<file path="src/rtl/shared_ivc_bank_controller.sv">
// -----------------------------------------------------------------------------
// shared_ivc_bank_controller
//
// Hands the free shared VCs of one shared VC bank to head-flit requests from
// the port that currently owns the bank. It tracks per-VC ownership and flit
// occupancy. It reports the ownership map and the empty/full flags back to the
// bank allocator, which uses them to decide when bank ownership may move.
//
// Ports:
//   clk_i                        clock
//   reset_i                      synchronous active-high reset
//   memory_bank_grant_i          one-hot port owning this bank (from allocator)
//   ready_for_allocation_i       1 = new shared-VC grants permitted
//   alloc_req_i                  per-port request for a shared VC
//   alloc_gnt_o                  registered one-hot port grant, 1-cycle pulse
//   alloc_gnt_vc_o               registered one-hot VC granted, valid with alloc_gnt_o
//   flit_write_i                 flit enqueued into shared VC v
//   flit_read_i                  flit dequeued from shared VC v
//   flit_tail_i                  dequeued flit is a tail (qualified by flit_read_i)
//   allocated_ip_shared_ivc_o    bit p*num_vcs_per_bank+v = VC v held by port p
//   shared_ivc_empty_o           occupancy of VC v == 0
//   shared_ivc_full_o            occupancy of VC v == buffer_depth
//   error_o                      sticky protocol-violation flag
// -----------------------------------------------------------------------------
module shared_ivc_bank_controller #(
    parameter int num_ports        = 5,
    parameter int num_vcs_per_bank = 2,
    parameter int buffer_depth     = 4,
    parameter int occ_width        = 3
) (
    input  logic                                  clk_i,
    input  logic                                  reset_i,
    input  logic [num_ports-1:0]                  memory_bank_grant_i,
    input  logic                                  ready_for_allocation_i,
    input  logic [num_ports-1:0]                  alloc_req_i,
    output logic [num_ports-1:0]                  alloc_gnt_o,
    output logic [num_vcs_per_bank-1:0]           alloc_gnt_vc_o,
    input  logic [num_vcs_per_bank-1:0]           flit_write_i,
    input  logic [num_vcs_per_bank-1:0]           flit_read_i,
    input  logic [num_vcs_per_bank-1:0]           flit_tail_i,
    output logic [num_ports*num_vcs_per_bank-1:0] allocated_ip_shared_ivc_o,
    output logic [num_vcs_per_bank-1:0]           shared_ivc_empty_o,
    output logic [num_vcs_per_bank-1:0]           shared_ivc_full_o,
    output logic                                  error_o
);

    localparam int NV = num_vcs_per_bank;
    localparam int NP = num_ports;
    localparam int PW = (NP > 1) ? $clog2(NP) : 1;
    localparam int VW = (NV > 1) ? $clog2(NV) : 1;

    localparam logic [occ_width-1:0] DEPTH_C = occ_width'(buffer_depth);
    localparam logic [occ_width-1:0] ZERO_C  = '0;
    localparam logic [occ_width-1:0] ONE_C   = occ_width'(1);

    // Per-VC state encoding
    localparam logic ST_FREE  = 1'b0;
    localparam logic ST_ALLOC = 1'b1;

    // One-hot encode a port index
    function automatic logic [NP-1:0] port_onehot(input logic [PW-1:0] idx);
        logic [NP-1:0] r;
        r = '0;
        for (int p = 0; p < NP; p++) begin
            if (idx == PW'(p)) begin
                r[p] = 1'b1;
            end else begin
                r[p] = 1'b0;
            end
        end
        return r;
    endfunction

    // One-hot encode a VC index
    function automatic logic [NV-1:0] vc_onehot(input logic [VW-1:0] idx);
        logic [NV-1:0] r;
        r = '0;
        for (int v = 0; v < NV; v++) begin
            if (idx == VW'(v)) begin
                r[v] = 1'b1;
            end else begin
                r[v] = 1'b0;
            end
        end
        return r;
    endfunction

    // ---------------------------------------------------------------------
    // State
    // ---------------------------------------------------------------------
    logic [NV-1:0]                state_q, state_d;
    logic [NV-1:0][PW-1:0]        owner_q, owner_d;
    logic [NV-1:0][occ_width-1:0] occ_q, occ_d;
    logic [VW-1:0]                rr_q, rr_d;
    logic [NP-1:0]                alloc_gnt_q, alloc_gnt_d;
    logic [NV-1:0]                alloc_gnt_vc_q, alloc_gnt_vc_d;
    logic                         error_q, error_d;

    // Combinational helpers
    logic [PW-1:0] owner_idx_s;
    logic          owner_valid_s;
    logic          multi_hot_s;
    logic          owner_req_s;
    logic          sel_found_s;
    logic [VW-1:0] sel_vc_s;
    logic          grant_s;
    logic [NV-1:0] rd_ok_s;
    logic [NV-1:0] wr_ok_s;
    logic          flit_err_s;

    // Lowest set bit of the bank grant selects the owning port
    always_comb begin
        owner_idx_s   = '0;
        owner_valid_s = 1'b0;
        for (int p = NP - 1; p >= 0; p--) begin
            if (memory_bank_grant_i[p]) begin
                owner_idx_s   = PW'(p);
                owner_valid_s = 1'b1;
            end else begin
                owner_valid_s = owner_valid_s;
            end
        end
        // x & (x-1) clears the lowest set bit; anything left means multi-hot
        multi_hot_s = ((memory_bank_grant_i & (memory_bank_grant_i - NP'(1))) != '0);
        owner_req_s = alloc_req_i[owner_idx_s];
    end

    // Round-robin search for a FREE VC starting at the pointer
    always_comb begin
        sel_found_s = 1'b0;
        sel_vc_s    = '0;
        for (int k = 0; k < NV; k++) begin
            if (!sel_found_s && (state_q[(int'(rr_q) + k) % NV] == ST_FREE)) begin
                sel_found_s = 1'b1;
                sel_vc_s    = VW'((int'(rr_q) + k) % NV);
            end else begin
                sel_found_s = sel_found_s;
            end
        end
        grant_s = ready_for_allocation_i & owner_valid_s & owner_req_s & sel_found_s;
    end

    // Grant outputs and pointer advance
    always_comb begin
        if (grant_s) begin
            alloc_gnt_d    = port_onehot(owner_idx_s);
            alloc_gnt_vc_d = vc_onehot(sel_vc_s);
            if (sel_vc_s == VW'(NV - 1)) begin
                rr_d = '0;
            end else begin
                rr_d = sel_vc_s + VW'(1);
            end
        end else begin
            alloc_gnt_d    = '0;
            alloc_gnt_vc_d = '0;
            rr_d           = rr_q;
        end
    end

    // Per-VC occupancy, state and owner update
    always_comb begin
        state_d    = state_q;
        owner_d    = owner_q;
        occ_d      = occ_q;
        rd_ok_s    = '0;
        wr_ok_s    = '0;
        flit_err_s = 1'b0;
        for (int v = 0; v < NV; v++) begin
            // A read on an empty VC is dropped; a write on a full VC is
            // dropped unless a read frees a slot in the same cycle.
            rd_ok_s[v] = flit_read_i[v] && (occ_q[v] != ZERO_C);
            wr_ok_s[v] = flit_write_i[v] && ((occ_q[v] != DEPTH_C) || rd_ok_s[v]);

            if ((flit_read_i[v] && !rd_ok_s[v]) ||
                (flit_write_i[v] && !wr_ok_s[v]) ||
                (flit_write_i[v] && (state_q[v] == ST_FREE))) begin
                flit_err_s = 1'b1;
            end else begin
                flit_err_s = flit_err_s;
            end

            if (wr_ok_s[v] && !rd_ok_s[v]) begin
                occ_d[v] = occ_q[v] + ONE_C;
            end else if (rd_ok_s[v] && !wr_ok_s[v]) begin
                occ_d[v] = occ_q[v] - ONE_C;
            end else begin
                occ_d[v] = occ_q[v];
            end

            // A tail only releases the VC once its buffer is empty after the read
            if (rd_ok_s[v] && flit_tail_i[v]) begin
                if (occ_d[v] == ZERO_C) begin
                    state_d[v] = ST_FREE;
                end else begin
                    flit_err_s = 1'b1;
                end
            end else begin
                state_d[v] = state_d[v];
            end

            if (grant_s && (sel_vc_s == VW'(v))) begin
                state_d[v] = ST_ALLOC;
                owner_d[v] = owner_idx_s;
            end else begin
                owner_d[v] = owner_d[v];
            end
        end
        error_d = error_q | multi_hot_s | flit_err_s;
    end

    // State registers with synchronous reset
    always_ff @(posedge clk_i) begin
        if (reset_i) begin
            state_q        <= '0;
            owner_q        <= '0;
            occ_q          <= '0;
            rr_q           <= '0;
            alloc_gnt_q    <= '0;
            alloc_gnt_vc_q <= '0;
            error_q        <= 1'b0;
        end else begin
            state_q        <= state_d;
            owner_q        <= owner_d;
            occ_q          <= occ_d;
            rr_q           <= rr_d;
            alloc_gnt_q    <= alloc_gnt_d;
            alloc_gnt_vc_q <= alloc_gnt_vc_d;
            error_q        <= error_d;
        end
    end

    // Ownership map and occupancy flags decoded from registers
    always_comb begin
        allocated_ip_shared_ivc_o = '0;
        shared_ivc_empty_o        = '0;
        shared_ivc_full_o         = '0;
        for (int v = 0; v < NV; v++) begin
            shared_ivc_empty_o[v] = (occ_q[v] == ZERO_C);
            shared_ivc_full_o[v]  = (occ_q[v] == DEPTH_C);
            for (int p = 0; p < NP; p++) begin
                allocated_ip_shared_ivc_o[p*NV + v] = (state_q[v] == ST_ALLOC) &&
                                                      (owner_q[v] == PW'(p));
            end
        end
    end

    assign alloc_gnt_o    = alloc_gnt_q;
    assign alloc_gnt_vc_o = alloc_gnt_vc_q;
    assign error_o        = error_q;

endmodule
</file>
<file path="config.mk">
export PLATFORM = sky130hd
export DESIGN_NAME = shared_ivc_bank_controller
export DESIGN_NICKNAME = d
export VERILOG_FILES = /design/src/rtl/shared_ivc_bank_controller.sv
export SDC_FILE = /design/constraint.sdc
export NUM_CORES = 1
export LEC_CHECK = 0
export CAP_MARGIN = 20
export CORE_ASPECT_RATIO = 0.8
export CORE_MARGIN = 2
export CORE_UTILIZATION = 38
export CTS_CLUSTER_DIAMETER = 120
export DETAILED_ROUTE_END_ITERATION = 8
export REMOVE_ABC_BUFFERS = 1
export SYNTH_ARGS = -nofsm -noshare
export SYNTH_HDL_FRONTEND = slang
export SYNTH_SLANG_ARGS = --single-unit
</file>
<file path="constraint.sdc">
create_clock -name clk_i -period 2.8 [get_ports clk_i]
set_input_delay 0.28 -clock clk_i [delete_from_list [all_inputs] [get_ports clk_i]]
set_output_delay 0.28 -clock clk_i [all_outputs]
set_load 0.03 [all_outputs]
</file>
* Word level (Yosys, flattened, before mapping)
Index checks and enable logic that the tools add are counted.
** Cells by class
- Multiplexer cells :: 45
- $lt $le $gt $ge :: 3
- Reductions and logical operators :: 56
- $add $sub $neg :: 7
- Equality and inequality tests :: 16
- Bitwise operators :: 12
** Operators with widths (number)
- two-way mux 1 bit :: 35
- logical AND 1 bit :: 29
- two-way mux 3 bit :: 9
- zero test 3 bit :: 7
- == test 3 x 2 -> 1 bit (second input constant) :: 6
- == test 3 bit (second input constant) :: 5
- == test 3 x 1 -> 1 bit (second input constant) :: 3
- nonzero test 2 bit :: 4
- adder 3 x 1 -> 3 bit (second input constant) :: 2
- logical OR 1 bit :: 6
- != test 3 bit (second input constant) :: 2
- nonzero test 3 bit :: 2
- subtractor 3 x 1 -> 3 bit (second input constant) :: 2
- AND 5 bit :: 1
- inverter 1 bit :: 5
- nonzero test 5 bit :: 1
- subtractor 5 x 1 -> 5 bit (second input constant) :: 1
- zero test 1 bit :: 4
- less-than comparator 3 x 4 -> 1 bit (second input constant) :: 1
- AND reduction 2 bit :: 2
- AND 1 bit :: 3
- binary-select mux 1 bit (select 3 bit) :: 1
- less-than comparator 2 x 3 -> 1 bit (second input constant) :: 1
- adder 1 bit (second input constant) :: 2
- other kinds (4) :: 5
** Storage, ports and cells
- Word-level logic and storage cells :: 149
- Flip-flop bits (word level) :: 23
- Input port bits :: 19
- Output and inout port bits :: 22

* Longest topological paths before layout
Gate-level depths: netlist (run 1).
- Depth in word-level cells :: 15
- Gate-level depth with buffers :: 8
- Mapped depth without buffers :: 8

* Least setup slack after synthesis (run 1)
Ideal clock, no wire load.
- Kind :: register -> register
- From :: reg occ_q[0] (netlist bit)
- To :: reg state_q[0]
- Buffers on the path :: 1
- Slack :: 0.822 ns
- Cell stages (with the launch flop) :: 9
- Library setup time :: 0.115 ns
- Period minus slack after synthesis :: 1.978 ns
- Data required time :: 2.685 ns
- Arrival :: 1.864 ns
- Cells stage by stage :: dfxtp_1 -> inv_1 -> ha_1 -> buf_6 -> or3b_1 -> a21oi_1 -> a221oi_1 -> o41a_1 -> o21a_1
** On the way
- Word-level cells in the longest chain between the ends :: 11
- Elaborated cells between the ends (all ways) :: 18
- Classes of those cells :: 2 x add/sub; 1 x eq/ne; 2 x mux; 13 x reduce/logical
** Ends and longest elaborated chain
- from (decl) :: RTL line 93 : logic [NV-1:0][occ_width-1:0] occ_q, occ_d;
- from (signal assigned) :: RTL line 216 : occ_q <= '0;
- from (signal assigned) :: RTL line 224 : occ_q <= occ_d;
- nonzero test 3 bit :: RTL line 171 : rd_ok_s[v] = flit_read_i[v] && (occ_q[v] != ZERO_C);
- logical AND 1 bit :: RTL line 171
- logical OR 1 bit :: RTL line 172 : wr_ok_s[v] = flit_write_i[v] && ((occ_q[v] != DEPTH_C) || rd_ok_s[v]);
- logical AND 1 bit :: RTL line 172
- zero test 1 bit :: RTL line 184 : end else if (rd_ok_s[v] && !wr_ok_s[v]) begin
- logical AND 1 bit :: RTL line 184
- two-way mux 3 bit :: RTL line 184
- two-way mux 3 bit :: RTL line 182 : if (wr_ok_s[v] && !rd_ok_s[v]) begin
- zero test 3 bit :: RTL line 192 : if (occ_d[v] == ZERO_C) begin
- nonzero test 2 bit (no source line)
- AND reduction 2 bit (no source line) *
- to (signal assigned) :: RTL line 222 : state_q <= state_d;
- to (decl) :: RTL line 91 : logic [NV-1:0] state_q, state_d;
Mark *: on every way between the ends. The rest lies on a longest branch, timed or not.
A chain may end at the register's enable or synchronous reset.

* Final worst setup path (run 1)
- From :: reg occ_q[3] (netlist bit)
- To :: out shared_ivc_empty_o[1]
** On the way
- Word-level cells in the longest chain between the ends :: 1
** Ends and longest elaborated chain
- zero test 3 bit :: RTL line 238 : shared_ivc_empty_o[v] = (occ_q[v] == ZERO_C);
- to (decl) :: RTL line 42 : output logic [num_vcs_per_bank-1:0] shared_ivc_empty_o,
No other way between the ends.

==> flow_metrics.py, run 1 <==
metrics = {
    "synthesis": {
        "synth_cells": 194,
        "ys_top_cells_by_count": "dfxtp_1 (23), nand2_1 (21), inv_1 (13)",
        "netlist-cell-type-count": 53,
        "synth_area_leaders": "dfxtp_1 (29%), mux2i_1 (5.0%), nand2_1 (4.9%)",
        "yosysWarningCount": 0,
        "synth_top_area_share_pct": 28.8,
        "synth-seq-cells": 23,
        "ys.flop_type": "dfxtp_1",
        "async_flop_share_pct": 0,
        "synth_edf_count": 0,
        "synth_top_area_cell": "dfxtp_1",
        "syn_area_um2": 1600,
        "seq_area_frac_synth_pct": 28.8,
        "avgSynthCellArea_um2": 8.25,
        "yosysMostFrequentCell": "dfxtp_1",
    },
    "clock_network": {
        "post_cts_resize_count": 0,
        "cts_root_buffer": "clkbuf_8",
        "clkSinkCount": 23,
        "cts_hold_buf": 0,
        "post-cts-setup-buffers": 0,
        "cts_buffer_depth": 2,
        "cts_tree": "yes",
        "cts_buffers": 3,
        "htree_levels": 1,
        "clk_latency_ns": 0.26,
        "clk_pin_slew_ns": 0.08,
    },
    "detailed_routing": {
        "wl_met2_mm": 1.82,
        "route.antenna.remaining_nets": 0,
        "dr.pass1.iters": 5,
        "via_per_inst": 5.44,
        "dr_total_vias": 1539,
        "drc": 0,
        "topRoutingLayerUsed": "met4",
        "drt_wl_total_mm": 3.88,
        "wl_met1_mm": 1.89,
        "wl_met3_um": 130,
        "drt_iter0_drc": 41,
        "avgRoutedWirePerCell_um": 13.7,
    },
    "power": {
        "ir_drop_mv": 0.257,
        "total_power_mw": 1.25,
        "p_per_area_nw_per_um2": 610,
        "p_leak_nw": 0.780,
    },
    "die": {
        "dieHeight_um": 62.0,
        "rows": 21,
        "pin_count": 41,
        "die_x_um": 76.6,
        "die_area_um2": 4750,
        "core_area_um2": 4130,
        "start_util_pct": 38.8,
    },
    "global_route": {
        "grt_pass1_wl_mm": 6.22,
        "antenna_found_initial": 0,
        "grt_pass1_vias": 1332,
        "grt.overflow.total": 0,
        "grt_start_max_net_pins": 16,
        "grt_usage_pct": 16.4,
    },
    "final_layout": {
        "fillCellCount": 413,
        "synthToLayoutAreaGrowth_pct": 27.8,
        "drive_above_1_share_pct": 5.75,
        "fin_nets": 252,
        "n_antenna_cell": 0,
    },
    "sta": {
        "setup_tns_ns": 0,
        "setup_viol": 0,
        "final.min_clock_period_ns": 2.28,
        "hold_viol": 0,
        "rsz0062_at_grt": "no",
        "relSlewSlack_pct": 70.0,
        "period_share_pct": 81.4,
        "worst_pin_slew_ns": 0.449,
        "clock.fmax_ghz": 0.439,
        "fin_worst_skew_ns": 0.00244,
        "hold_slack_ns": 0.525,
        "slew_violations": 0,
        "setup_slack_ns": 0.521,
    },
    "placed_design": {
        "place_congestion": 0.869,
        "place_ws_ns": 0.419,
        "io_buffers": 40,
        "post-dp-hpwl_mm": 3.03,
    },
    "setup_path": {
        "max_stage_delay_ns": 0.67,
        "critPathLaunchType": "register",
        "crit_chain": "inv_1 > ha_1 > nand2b_1 > inv_1 > clkdlybuf4s50_1",
        "critPathRequiredTime_ns": 2.52,
        "endpoint_kind": "output port",
        "worstPathMaxFanout": 7,
        "path_class": "register to output port",
        "cp_common_cell": "inv_1",
        "cp_slowest_cell": "clkdlybuf4s50_1",
        "critical_path_arrival_ns": 2.00,
    },
    "worst_hold_path": {
        "min_path_type": "register to register",
    },
    "flow_run": {
        "cap_violations": 0,
    },
    "run_status": {
        "outcome": "complete, no violations",
    },
}
-- power breakdown --
part,switching (mW),internal [mW]
clock network,0.103,0.0992
registers,0.0505,0.367
logic,0.346,0.282
total,0.500,0.748
-- registers in the layout, indices dropped and copies added, names as in the netlist --
register,flops
rr_q,1
state_q,2
occ_q,6
error_o,1
alloc_gnt_vc_o,2
owner_q,6
alloc_gnt_o,5
-- final timing paths --
check | endpoint | startpoint | slack [ns] | depth (start not counted)
worst min-delay path | owner_q[4] | owner_q[4] | 0.53 | 2
worst max register to register | state_q[0] | occ_q[1] | 0.67 | 7
worst min register to register | owner_q[4] | owner_q[4] | 0.53 | 2
worst max-delay path | shared_ivc_empty_o[1] | occ_q[3] | 0.52 | 5
-- kinds of logic (layout without fill, tap and decap cells) --
logic type	count (synthesis)	after routing	share of synthesized area, %
adders and majority gates	6	6	4.69
AOI/OAI and AO/OA	41	41	18.1
DFF	23	23	28.8
and+or+nand+nor	87	87	33.3
buffers and inverters	25	57	7.58
muxes	10	10	6.41
xor gates and xnor gates	2	2	1.09
-- area by class of cell --
cell class                 instances  area (um2)  area share [%]
clock inverter                     1        5.00           0.245
clock buffer                       3        41.3            2.02
inverter                          13        48.8            2.39
sequential                        23         460            22.5
tap                               57        71.3            3.49
multi-input combinational        146        1020            49.8
timing repair buffer              40         400            19.6
-- stage by stage --
step | utilization, % | cells | area [um2]
after detailed placement | 48.5 | 279 | 2000
after global placement | 48.5 | 279 | 2000
after global routing | 49.6 | 283 | 2050
final | 49.6 | 283 | 2050
after CTS | 49.6 | 283 | 2050
after floorplan | - | 182 | 1530
-- worst max-delay path, delay by kind of cell (launching register included) --
kind	cells	cell delay, ns
buf+inv	3	0.90
simple gates	1	0.18
flops	1	0.35
fa+ha+maj	1	0.31
-- layout by cell type (no fill, tap or decap), types with 3 or more instances in the layout --
cell / count
a21oi_1: 8
a31oi_1: 3
and2_1: 6
and4b_1: 3
clkbuf_8: 3
clkdlybuf4s50_1: 40
dfxtp_1: 23
ha_1: 6
inv_1: 13
mux2i_1: 8
nand2_1: 21
nand3_1: 4
nand3b_1: 6
nor2_1: 11
nor2b_1: 3
nor3_1: 5
nor3b_1: 3
nor4_1: 3
nor4b_1: 3
o211ai_1: 5
o21ai_0: 5
-- per-layer routing --
| metal | up-vias | track usage (%) |
|---|---|---|
| met5 | - | 0 |
| met2 | 27 | 27.9 |
| met1 | 735 | 21.9 |
| li1 | 773 | - |
| met3 | 4 | 2.60 |
| met4 | 0 | 5.71 |
Power figures use the tool's default switching activity.
==> inputs of run 2 (changes only) <==
==> constraint.sdc (replaced) <==
create_clock -name clk_i -period 2.4 [get_ports clk_i]
set_input_delay 0.24 -clock clk_i [delete_from_list [all_inputs] [get_ports clk_i]]
set_output_delay 0.24 -clock clk_i [all_outputs]
set_load 0.03 [all_outputs]
==> run 2 against run 1 <==
  * Worst setup slack worse by 0.38 ns
  * Worst hold slack worse by 0.0054 ns
  * Total power grew 17%
  * Design area increased by 2.6%
  * Critical path type unchanged
  * Sequential power up 15%
  * Non-clock buffer count is 7 higher
  * Global-route usage decreased by 0.82 points
  * Clock skew up 0.0039 ns
  * Sequential share of layout area is 0.56 points lower
  * Clock power increased by 19%
==> flow_metrics.py, run 2 (synthesized netlist as in run 1, its figures left out) <==
metrics = {
    "run_status": {
        "outcome": "complete, no violations",
    },
    "setup_path": {
        "path_class": "register to output port",
        "ff2ff_path_depth": 7,
        "critPathRequiredTime_ns": 2.16,
        "critPathLaunchType": "register",
        "worstPathMaxFanout": 7,
        "r2r-start": "occ_q[1]",
        "rrSetupSlack_ns": 0.30,
        "endpoint_kind": "output port",
        "crit_path_start": "occ_q[3]",
        "critical_path_arrival_ns": 2.01,
        "rr_endpoint": "state_q[0]",
        "cp-endpoint": "shared_ivc_empty_o[1]",
    },
    "clock_network": {
        "clk_latency_ns": 0.26,
        "htree_levels": 1,
        "post_cts_resize_count": 0,
        "cts_tree": "yes",
        "clkSinkCount": 23,
        "cts_buffer_depth": 2,
        "clk_pin_slew_ns": 0.09,
        "cts_buffers": 3,
        "cts_root_buffer": "clkbuf_8",
        "cts_hold_buf": 0,
        "post-cts-setup-buffers": 0,
    },
    "detailed_routing": {
        "dr_total_vias": 1518,
        "drc": 0,
        "drt_iter0_drc": 92,
        "avgRoutedWirePerCell_um": 13.0,
        "drt_wl_total_mm": 3.77,
        "via_per_inst": 5.23,
        "dr.pass1.iters": 4,
        "route.antenna.remaining_nets": 0,
    },
    "sta": {
        "fin_worst_skew_ns": 0.00631,
        "relSlewSlack_pct": 69.7,
        "setup_tns_ns": 0,
        "hold_viol": 0,
        "setup_viol": 0,
        "clock.fmax_ghz": 0.444,
        "slew_violations": 0,
        "rsz0062_at_grt": "no",
        "period_share_pct": 93.9,
        "final.min_clock_period_ns": 2.25,
        "worst_pin_slew_ns": 0.453,
    },
    "final_layout": {
        "final_common_cell": "clkdlybuf4s50_1",
        "fin_util_pct": 50.9,
        "synthToLayoutAreaGrowth_pct": 31.1,
        "n_antenna_cell": 0,
        "final_cell_mix": "clkdlybuf4s50_1 (40), dfxtp_1 (23), nand2_1 (21), inv_1 (13), nor2_1 (11)",
        "drive_above_1_share_pct": 8.58,
        "fin_nets": 259,
    },
    "placed_design": {
        "post-dp-hpwl_mm": 2.94,
        "place_congestion": 0.851,
        "io_buffers": 40,
    },
    "global_route": {
        "grt_start_max_net_pins": 16,
        "grt_pass1_vias": 1313,
        "grt.overflow.total": 0,
        "grt_pass1_wl_mm": 5.95,
        "grt_usage_pct": 15.6,
        "antenna_found_initial": 0,
    },
    "die": {
        "pin_count": 41,
        "rows": 21,
        "start_util_pct": 38.8,
        "die_x_um": 76.6,
        "dieHeight_um": 62.0,
        "core_area_um2": 4130,
        "die_area_um2": 4750,
    },
    "worst_hold_path": {
        "min_path_type": "register to register",
    },
    "flow_run": {
        "cap_violations": 0,
    },
    "power": {
        "p_leak_nw": 0.815,
        "ir_drop_mv": 0.244,
        "p_per_area_nw_per_um2": 698,
    },
}
## run 2: worst max-delay path, stage by stage, from the launching register on
cell,delay [ns]
dfxtp_1,0.35
inv_1,0.12
ha_1,0.30
nand2b_1,0.18
inv_1,0.13
clkdlybuf4s50_1,0.67
## run 2: layout make-up
type,instances,area (um2)
fillers,389,2030
multi-input cells,146,1020
flip-flops and latches,23,460
repair buffers,47,453
well taps,57,71.3
inverters,13,48.8
clock buffers,3,41.3
clock inverters,1,5.00
## run 2: report_power, final
part | leakage [nW] | switching, mW | internal, mW | total, mW
combinational | 0.601 | 0.408 | 0.336 | 0.744
clock | 0.0255 | 0.125 | 0.116 | 0.240
sequential | 0.188 | 0.0527 | 0.428 | 0.481
## run 2: per-layer routing
layer	vias to the layer above	track usage, %	wire, um
li1	785	-	-
met1	696	21.0	1880
met2	33	25.8	1700
met3	4	2.46	151
met4	0	6.49	38
met5	-	0	0
## run 2: how the worst min path moves through the flow
stage,start,end,cells past startpoint
final,owner_q[4],owner_q[4],2
after global placement,owner_q[1],owner_q[1],2
after floorplan,reset_i,state_q[1],1
after detailed placement,owner_q[2],owner_q[2],2
after CTS,owner_q[4],owner_q[4],2
after global routing,owner_q[4],owner_q[4],2
## run 2: stage by stage
stage / instance area, um2 / power, mW / instances / hold slack [ns] / worst slack [ns]
2_1_floorplan: 1530 / 0.990 / 182 / 0.309 / 0.437
3_3_place_gp: 2050 / 1.21 / 286 / 0.497 / 0.170
3_5_place_dp: 2050 / 1.23 / 286 / 0.513 / 0.132
4_1_cts: 2100 / 1.47 / 290 / 0.529 / 0.141
5_1_grt: 2100 / 1.58 / 290 / 0.556 / 0.0143
6_report: 2100 / 1.47 / 290 / 0.520 / 0.145
